[config.mk]
export PLATFORM = sky130hd
export DESIGN_NAME = tile_dispatch_controller
export DESIGN_NICKNAME = d
export VERILOG_FILES = /design/src/rtl/mm_ctrl_pkg.sv /design/src/rtl/tile_index_counter.sv /design/src/rtl/tile_dispatch_controller.sv
export SDC_FILE = /design/constraint.sdc
export NUM_CORES = 1
export LEC_CHECK = 0
export CORE_AREA = 2 2 222 224
export DETAILED_ROUTE_END_ITERATION = 12
export DIE_AREA = 0 0 224 226
export GPL_ROUTABILITY_DRIVEN = 0
export SLEW_MARGIN = 20
export SYNTH_ARGS = -nofsm -noshare
export SYNTH_HDL_FRONTEND = slang
export SYNTH_SLANG_ARGS = --single-unit
[constraint.sdc]
create_clock -name clk -period 5.22 [get_ports clk]
set_input_delay 1.044 -clock clk [delete_from_list [all_inputs] [get_ports clk]]
set_output_delay 1.044 -clock clk [all_outputs]
set_load 0.01 [all_outputs]
[src/rtl/mm_ctrl_pkg.sv]
// ---------------------------------------------------------------------------
// mm_ctrl_pkg
//   Shared types and helpers for the matrix-multiply dispatch control path.
//   - dispatch_state_e : dispatch FSM states (IDLE, FEED, DONE)
//   - dispatch_cfg_t   : latched job descriptor
//   - cfg_is_legal()   : descriptor legality check
//   The CFG_* widths size the descriptor struct. Modules that carry a
//   dispatch_cfg_t must be built with matching width parameters.
// ---------------------------------------------------------------------------
package mm_ctrl_pkg;

   localparam int CFG_K_BITS    = 16;
   localparam int CFG_ROWS_BITS = 4;
   localparam int CFG_COLS_BITS = 4;

   typedef enum logic [1:0] {
      IDLE = 2'd0,
      FEED = 2'd1,
      DONE = 2'd2
   } dispatch_state_e;

   typedef struct packed {
      logic [CFG_K_BITS-1:0]  k_len;
      logic [CFG_ROWS_BITS:0] tile_rows;
      logic [CFG_COLS_BITS:0] tile_cols;
      logic                   output_by_row;
   } dispatch_cfg_t;

   // A job needs at least one beat per tile and a tile grid that fits
   // inside the physical processor array.
   function automatic logic cfg_is_legal(input dispatch_cfg_t c);
      logic [CFG_ROWS_BITS:0] rows_max;
      logic [CFG_COLS_BITS:0] cols_max;
      rows_max = {1'b1, {CFG_ROWS_BITS{1'b0}}};
      cols_max = {1'b1, {CFG_COLS_BITS{1'b0}}};
      return (c.k_len != '0) &&
             (c.tile_rows != '0) && (c.tile_rows <= rows_max) &&
             (c.tile_cols != '0) && (c.tile_cols <= cols_max);
   endfunction

endpackage

[src/rtl/tile_index_counter.sv]
// ---------------------------------------------------------------------------
// tile_index_counter
//   Row-major tile address counter. Column advances first; at the last
//   used column it wraps to 0 and the row advances. Advancing from the
//   final tile returns both indices to 0.
// Ports
//   clk, reset   : clock, async active-high reset
//   i_clear      : synchronous return to tile (0,0)
//   i_advance    : step to the next tile
//   i_rows_m1    : index of the last used row
//   i_cols_m1    : index of the last used column
//   o_row, o_col : current tile address
//   o_final      : current tile is the last tile of the grid
// ---------------------------------------------------------------------------
module tile_index_counter #(
   parameter int ROWS_BITS = 4,
   parameter int COLS_BITS = 4
) (
   input  logic                 clk,
   input  logic                 reset,
   input  logic                 i_clear,
   input  logic                 i_advance,
   input  logic [ROWS_BITS-1:0] i_rows_m1,
   input  logic [COLS_BITS-1:0] i_cols_m1,
   output logic [ROWS_BITS-1:0] o_row,
   output logic [COLS_BITS-1:0] o_col,
   output logic                 o_final
);

   logic [ROWS_BITS-1:0] r_row;
   logic [COLS_BITS-1:0] r_col;
   logic                 w_wrap;

   // Wrap flag: sitting on the last used column of the current row.
   assign w_wrap  = (r_col == i_cols_m1);
   assign o_final = w_wrap && (r_row == i_rows_m1);
   assign o_row   = r_row;
   assign o_col   = r_col;

   always_ff @(posedge clk or posedge reset) begin
      if (reset) begin
         r_row <= '0;
         r_col <= '0;
      end else if (i_clear) begin
         r_row <= '0;
         r_col <= '0;
      end else if (i_advance) begin
         if (w_wrap) begin
            r_col <= '0;
            r_row <= o_final ? '0 : r_row + ROWS_BITS'(1);
         end else begin
            r_col <= r_col + COLS_BITS'(1);
         end
      end
   end

endmodule

[src/rtl/tile_dispatch_controller.sv]
// ---------------------------------------------------------------------------
// tile_dispatch_controller
//   Sequences one C = A*B job over a grid of systolic tiles. After a legal
//   descriptor is accepted, paired A-column / B-row beats are forwarded to
//   the shared tile input bus, k_len beats per tile, tiles in row-major
//   order, with last marking each tile's final beat.
// Ports
//   clk, reset                      : clock, async active-high reset
//   cfg_valid/cfg_ready             : descriptor handshake (ready only in IDLE)
//   cfg_k_len, cfg_tile_rows/cols   : beats per tile, tile grid extent
//   cfg_output_by_row               : job output direction -> output_by_row
//   src_a_*/src_b_*                 : operand streams, consumed jointly
//   a_input_valid, b_input_valid    : beat valid toward tiles
//   input_row_id, input_col_id      : addressed tile
//   last                            : final beat of the addressed tile
//   a_data, b_data                  : combinational operand pass-through
//   input_ready                     : OR of tile readiness
//   busy, done, cfg_error           : job status; done/cfg_error are pulses
// ---------------------------------------------------------------------------
module tile_dispatch_controller
   import mm_ctrl_pkg::*;
#(
   parameter int DATA_WIDTH          = 8,
   parameter int B_N                 = 4,
   parameter int PROCESSOR_ROWS_BITS = CFG_ROWS_BITS,
   parameter int PROCESSOR_COLS_BITS = CFG_COLS_BITS,
   parameter int K_BITS              = CFG_K_BITS
) (
   input  logic                              clk,
   input  logic                              reset,
   input  logic                              cfg_valid,
   output logic                              cfg_ready,
   input  logic [K_BITS-1:0]                 cfg_k_len,
   input  logic [PROCESSOR_ROWS_BITS:0]      cfg_tile_rows,
   input  logic [PROCESSOR_COLS_BITS:0]      cfg_tile_cols,
   input  logic                              cfg_output_by_row,
   input  logic                              src_a_valid,
   output logic                              src_a_ready,
   input  logic [(DATA_WIDTH<<B_N)-1:0]      src_a_data,
   input  logic                              src_b_valid,
   output logic                              src_b_ready,
   input  logic [(DATA_WIDTH<<B_N)-1:0]      src_b_data,
   output logic                              a_input_valid,
   output logic                              b_input_valid,
   output logic [PROCESSOR_ROWS_BITS-1:0]    input_row_id,
   output logic [PROCESSOR_COLS_BITS-1:0]    input_col_id,
   output logic                              last,
   output logic [(DATA_WIDTH<<B_N)-1:0]      a_data,
   output logic [(DATA_WIDTH<<B_N)-1:0]      b_data,
   input  logic                              input_ready,
   output logic                              output_by_row,
   output logic                              busy,
   output logic                              done,
   output logic                              cfg_error
);

   dispatch_state_e r_state;
   dispatch_state_e w_next_state;
   dispatch_cfg_t   r_cfg;
   dispatch_cfg_t   w_cfg_in;

   logic [K_BITS-1:0]              r_beat;
   logic                           r_cfg_error;
   logic                           w_idle;
   logic                           w_feed;
   logic                           w_legal;
   logic                           w_accept;
   logic                           w_pair_valid;
   logic                           w_beat_last;
   logic                           w_transfer;
   logic                           w_tile_end;
   logic                           w_final;
   logic [PROCESSOR_ROWS_BITS-1:0] w_rows_m1;
   logic [PROCESSOR_COLS_BITS-1:0] w_cols_m1;

   assign w_cfg_in = '{k_len:         cfg_k_len,
                       tile_rows:     cfg_tile_rows,
                       tile_cols:     cfg_tile_cols,
                       output_by_row: cfg_output_by_row};

   assign w_legal  = cfg_is_legal(w_cfg_in);
   assign w_accept = w_idle && cfg_valid && w_legal;

   // Descriptor extents are 1-based; the counters compare 0-based indices.
   // Legal extents are at most 2^BITS, so the truncation is lossless.
   assign w_rows_m1 = PROCESSOR_ROWS_BITS'(r_cfg.tile_rows - (PROCESSOR_ROWS_BITS+1)'(1));
   assign w_cols_m1 = PROCESSOR_COLS_BITS'(r_cfg.tile_cols - (PROCESSOR_COLS_BITS+1)'(1));

   // Valid is driven only from the sources, never from input_ready: tile
   // readiness itself depends on valid, so feeding it back would close a
   // combinational loop.
   assign w_pair_valid = src_a_valid && src_b_valid;
   assign w_beat_last  = (r_beat == r_cfg.k_len - K_BITS'(1));
   assign a_input_valid = w_feed && w_pair_valid;
   assign b_input_valid = a_input_valid;
   assign last          = a_input_valid && w_beat_last;
   assign w_transfer    = a_input_valid && input_ready;
   assign w_tile_end    = w_transfer && w_beat_last;

   // Both sources are popped together so A and B beats stay paired.
   assign src_a_ready = w_transfer;
   assign src_b_ready = w_transfer;

   assign a_data        = src_a_data;
   assign b_data        = src_b_data;
   assign output_by_row = r_cfg.output_by_row;
   assign cfg_error     = r_cfg_error;

   // -- FSM state register ---------------------------------------------------
   always_ff @(posedge clk or posedge reset) begin
      if (reset) r_state <= IDLE;
      else       r_state <= w_next_state;
   end

   // -- FSM next state and state-decoded outputs ------------------------------
   always_comb begin
      w_next_state = r_state;
      w_idle       = 1'b0;
      w_feed       = 1'b0;
      cfg_ready    = 1'b0;
      busy         = 1'b0;
      done         = 1'b0;
      case (r_state)
         IDLE: begin
            w_idle    = 1'b1;
            cfg_ready = 1'b1;
            if (cfg_valid && w_legal) w_next_state = FEED;
         end
         FEED: begin
            w_feed = 1'b1;
            busy   = 1'b1;
            if (w_tile_end && w_final) w_next_state = DONE;
         end
         DONE: begin
            done         = 1'b1;
            w_next_state = IDLE;
         end
         default: w_next_state = IDLE;
      endcase
   end

   // -- Descriptor latch, beat counter, error pulse ---------------------------
   always_ff @(posedge clk or posedge reset) begin
      if (reset) begin
         r_cfg       <= '0;
         r_beat      <= '0;
         r_cfg_error <= 1'b0;
      end else begin
         // An illegal descriptor is still consumed (ready is high) so the
         // producer is not wedged; it is reported rather than executed.
         r_cfg_error <= w_idle && cfg_valid && !w_legal;
         if (w_accept) begin
            r_cfg  <= w_cfg_in;
            r_beat <= '0;
         end else if (w_transfer) begin
            r_beat <= w_beat_last ? '0 : r_beat + K_BITS'(1);
         end
      end
   end

   tile_index_counter #(
      .ROWS_BITS (PROCESSOR_ROWS_BITS),
      .COLS_BITS (PROCESSOR_COLS_BITS)
   ) u_tile_index_counter (
      .clk       (clk),
      .reset     (reset),
      .i_clear   (w_accept),
      .i_advance (w_tile_end),
      .i_rows_m1 (w_rows_m1),
      .i_cols_m1 (w_cols_m1),
      .o_row     (input_row_id),
      .o_col     (input_col_id),
      .o_final   (w_final)
   );

endmodule

==> results of run 1 <==
## worst max-delay path, delay by kind of cell (launching register included)
| family | cells | cell delay, ns |
|---|---|---|
| AOI/OAI and AO/OA | 3 | 0.65 |
| and+or+nand+nor | 4 | 1.86 |
| DFF | 1 | 0.46 |
| buffers and inverters | 1 | 0.53 |
## registers in the layout, indices dropped and copies added, names as in the netlist
name / cells
cfg_error: 1
r_state: 2
r_beat: 16
u_tile_index_counter.o_col: 4
r_cfg: 24
output_by_row: 1
u_tile_index_counter.o_row: 4
## final timing paths
| path | start | slack (ns) | cells past startpoint | end |
|---|---|---|---|---|
| worst min-delay path | output_by_row$_DFFE_PP0P_ | 0.53 | 1 | output_by_row$_DFFE_PP0P_ |
| worst max register to register | r_cfg[14]$_DFFE_PP0P_ | 1.83 | 7 | r_beat[5]$_DFFE_PP0P_ |
| worst min register to register | output_by_row$_DFFE_PP0P_ | 0.53 | 1 | output_by_row$_DFFE_PP0P_ |
| worst max-delay path | r_cfg[14]$_DFFE_PP0P_ | 0.37 | 8 | last |
| max in group asynchronous | reset | 3.50 | 3 | r_beat[0]$_DFFE_PP0P_ |
| min in group asynchronous | reset | 1.25 | 3 | output_by_row$_DFFE_PP0P_ |
## cells in the mapped netlist, drive strengths merged, types with 2 or more instances
master / n / area, sq um
buf: 261 / 1960
dfrtp: 52 / 1300
nand2: 30 / 113
xor2: 22 / 193
mux2: 19 / 214
nor2: 17 / 63.8
o21ai: 17 / 85.1
xnor2: 15 / 131
a21oi: 14 / 73.8
nor3: 14 / 70.1
inv: 13 / 48.8
nand3: 13 / 65.1
clkbuf: 12 / 45.0
nor4: 12 / 75.1
or3: 11 / 68.8
nand2b: 9 / 56.3
ha: 6 / 75.1
nand4: 5 / 31.3
o311ai: 5 / 43.8
a211oi: 4 / 35.0
a21o: 4 / 30.0
and2: 4 / 25.0
and4: 4 / 35.0
or4: 4 / 30.0
a31oi: 3 / 18.8
nor2b: 3 / 18.8
and3: 2 / 12.5
o211ai: 2 / 15.0
o22ai: 2 / 12.5
o32ai: 2 / 17.5
## kinds of logic after synthesis
group                      after synthesis  share of synthesized area (%)
buffers and inverters                  286                           40.3
and+or+nand+nor                        135                           14.2
AOI/OAI and AO/OA                       60                           7.74
DFF                                     52                           25.5
xor gates and xnor gates                37                           6.36
muxes                                   20                           4.40
adders and majority gates                6                           1.47
## metrics by stage
step           total power, mW  std cells  setup WS, ns
2_1_floorplan             1.30        596          1.70
3_3_place_gp              1.27        998         0.872
3_5_place_dp              1.29        998         0.741
4_1_cts                   1.64       1006         0.406
5_1_grt                   1.75       1006         0.223
6_report                  1.62       1006         0.368
## layer usage
metal / vias to the layer above / share of wire, % / track usage, % / wire length [microns]
li1: 1315 / - / - / -
met2: 319 / 46 / 10.3 / 7880
met5: - / 0 / 0 / 0
met3: 99 / 20 / 5.06 / 3390
met1: 1427 / 29 / 5.57 / 4940
met4: 0 / 5.8 / 3.94 / 998
## power breakdown
group / switching, mW / internal (mW)
logic: 0.299 / 0.308
registers: 0.157 / 0.519
clock network: 0.161 / 0.179
total: 0.617 / 1.01
## final cells by class
type                       instances  area share [%]
multi-input combinational        258            38.5
sequential                        52            28.6
tap                              622            17.1
timing repair buffer              53            11.5
clock buffer                       5            2.75
inverter                          13            1.07
clock inverter                     3           0.468
==> flow_metrics.py, run 1 <==
metrics = {
    "timing": {
        "worstMarginPinSlew_ns": 0.749,
        "slew_viol_final": 0,
        "fin_crit_ns": 4.85,
        "setup_viol": 0,
        "rsz0062_at_grt": "no",
        "hold_viol_final": 0,
        "finalHoldWorstSlack_ns": 0.528,
        "post-route-period-util_pct": 93.0,
        "final.setup_skew_ns": 0.00865,
        "relSlewSlack_pct": 49.7,
        "finalSetupTns_ns": 0,
        "fmax_mhz": 206,
    },
    "clock_tree": {
        "cts_hold_buf": 0,
        "h-tree-depth": 2,
        "cts_buffers": 5,
        "clock-root-buffer": "clkbuf_16",
        "clkTransAtPathRegs_ns": 0.08,
        "cts_tree": "yes",
        "cts.repair.resized": 0,
        "clock-sinks": 52,
        "max-clock-path-buffers": 2,
        "clock_latency_ns": 0.30,
        "post-cts-setup-buffer-count": 0,
    },
    "yosys": {
        "netlist-cell-type-count": 50,
        "netlist_instances": 596,
        "synth_fp_nets": 891,
        "syn-cell-area_sq_mm": 0.00509,
        "ys_ff_latch": 52,
        "synth-warning-count": 0,
        "synth_edf_count": 0,
        "async_reset_ff_share_pct": 100,
        "synth_seq_area_share_pct": 25.5,
        "synth.avg_cell_area_sq_um": 8.55,
        "ys_dominant_reg_cell": "dfrtp_1",
    },
    "floorplanning": {
        "boundaryPins": 563,
        "chipHeight_microns": 226,
        "die_area_sq_mm": 0.0506,
        "die_w_microns": 224,
        "num_rows": 81,
        "core-area_sq_mm": 0.0483,
        "initial_core_util_pct": 10.5,
    },
    "status": {
        "outcome": "finished, final reports clean",
    },
    "setup_path": {
        "endpoint_kind": "primary output",
        "critical_path.startpoint_type": "flip-flop",
        "critPathMaxStageDelay_ns": 0.70,
        "path_cells": "or4_1 -> o21ai_0 -> a21o_1 -> a31oi_1 -> or4_1 -> nor2_1 -> and2_1 -> clkdlybuf4s50_1",
        "crit_type": "flip-flop to primary output",
        "slowest_stage": "or4_1",
        "critPathArrivalTime_ns": 3.81,
        "cp_common_cell": "or4_1",
        "required_ns": 4.18,
        "crit_fanout": 8,
    },
    "global_routing": {
        "grt-ovfl-total": 0,
        "grt_pass1_vias": 3174,
        "grt_max_degree": 53,
        "grt_antenna_before_repair": 0,
        "grt.total_usage_pct": 6.39,
        "grt_pass1_wl_mm": 23.2,
    },
    "placed_design": {
        "place.detailed.hpwl_mm": 14.4,
        "place_area_sq_mm": 0.00440,
        "io_buffer_count": 50,
    },
    "drt": {
        "post-route-drc-count": 0,
        "dr.pass1.iters": 4,
        "routed_wl_mm": 17.2,
        "viasPerCell": 3.14,
        "vias": 3160,
        "first_iter_violations": 153,
        "wire_per_inst_microns": 17.1,
        "ant_nets": 0,
    },
    "layout": {
        "final_core_util_pct": 9.40,
        "area_growth_pct": -10.8,
        "fillCellCount": 5534,
        "multi_input_area_sq_mm": 0.00175,
        "num-nets-final": 678,
        "seq_area_sq_mm": 0.00130,
        "stdcell_area_sq_mm": 0.00455,
        "final_cell_mix": "dfrtp_1, clkdlybuf4s50_1, nand2_1, xor2_1, mux2_2",
        "final_common_cell": "dfrtp_1",
        "num_antenna_cells": 0,
        "layout-drive-gt1-share_pct": 9.64,
    },
    "power": {
        "ir_drop_mv": 0.168,
        "power.leakage_nw": 1.56,
        "p_per_area_mw_per_mm2": 357,
    },
    "flow_run": {
        "timing.max_cap.violations": 0,
    },
    "worst_hold_path": {
        "hp-class": "flip-flop to flip-flop",
    },
}
Power figures use the tool's default switching activity.
==> run 2: changes to the inputs <==
--- a/config.mk
+++ b/config.mk
@@ -9,6 +9,7 @@
 export DETAILED_ROUTE_END_ITERATION = 12
 export DIE_AREA = 0 0 224 226
 export GPL_ROUTABILITY_DRIVEN = 0
+export SKIP_CTS_REPAIR_TIMING = 1
 export SLEW_MARGIN = 20
 export SYNTH_ARGS = -nofsm -noshare
 export SYNTH_HDL_FRONTEND = slang
==> results of run 2 <==
No change in the layout: final DEF, timing and power equal those of run 1.
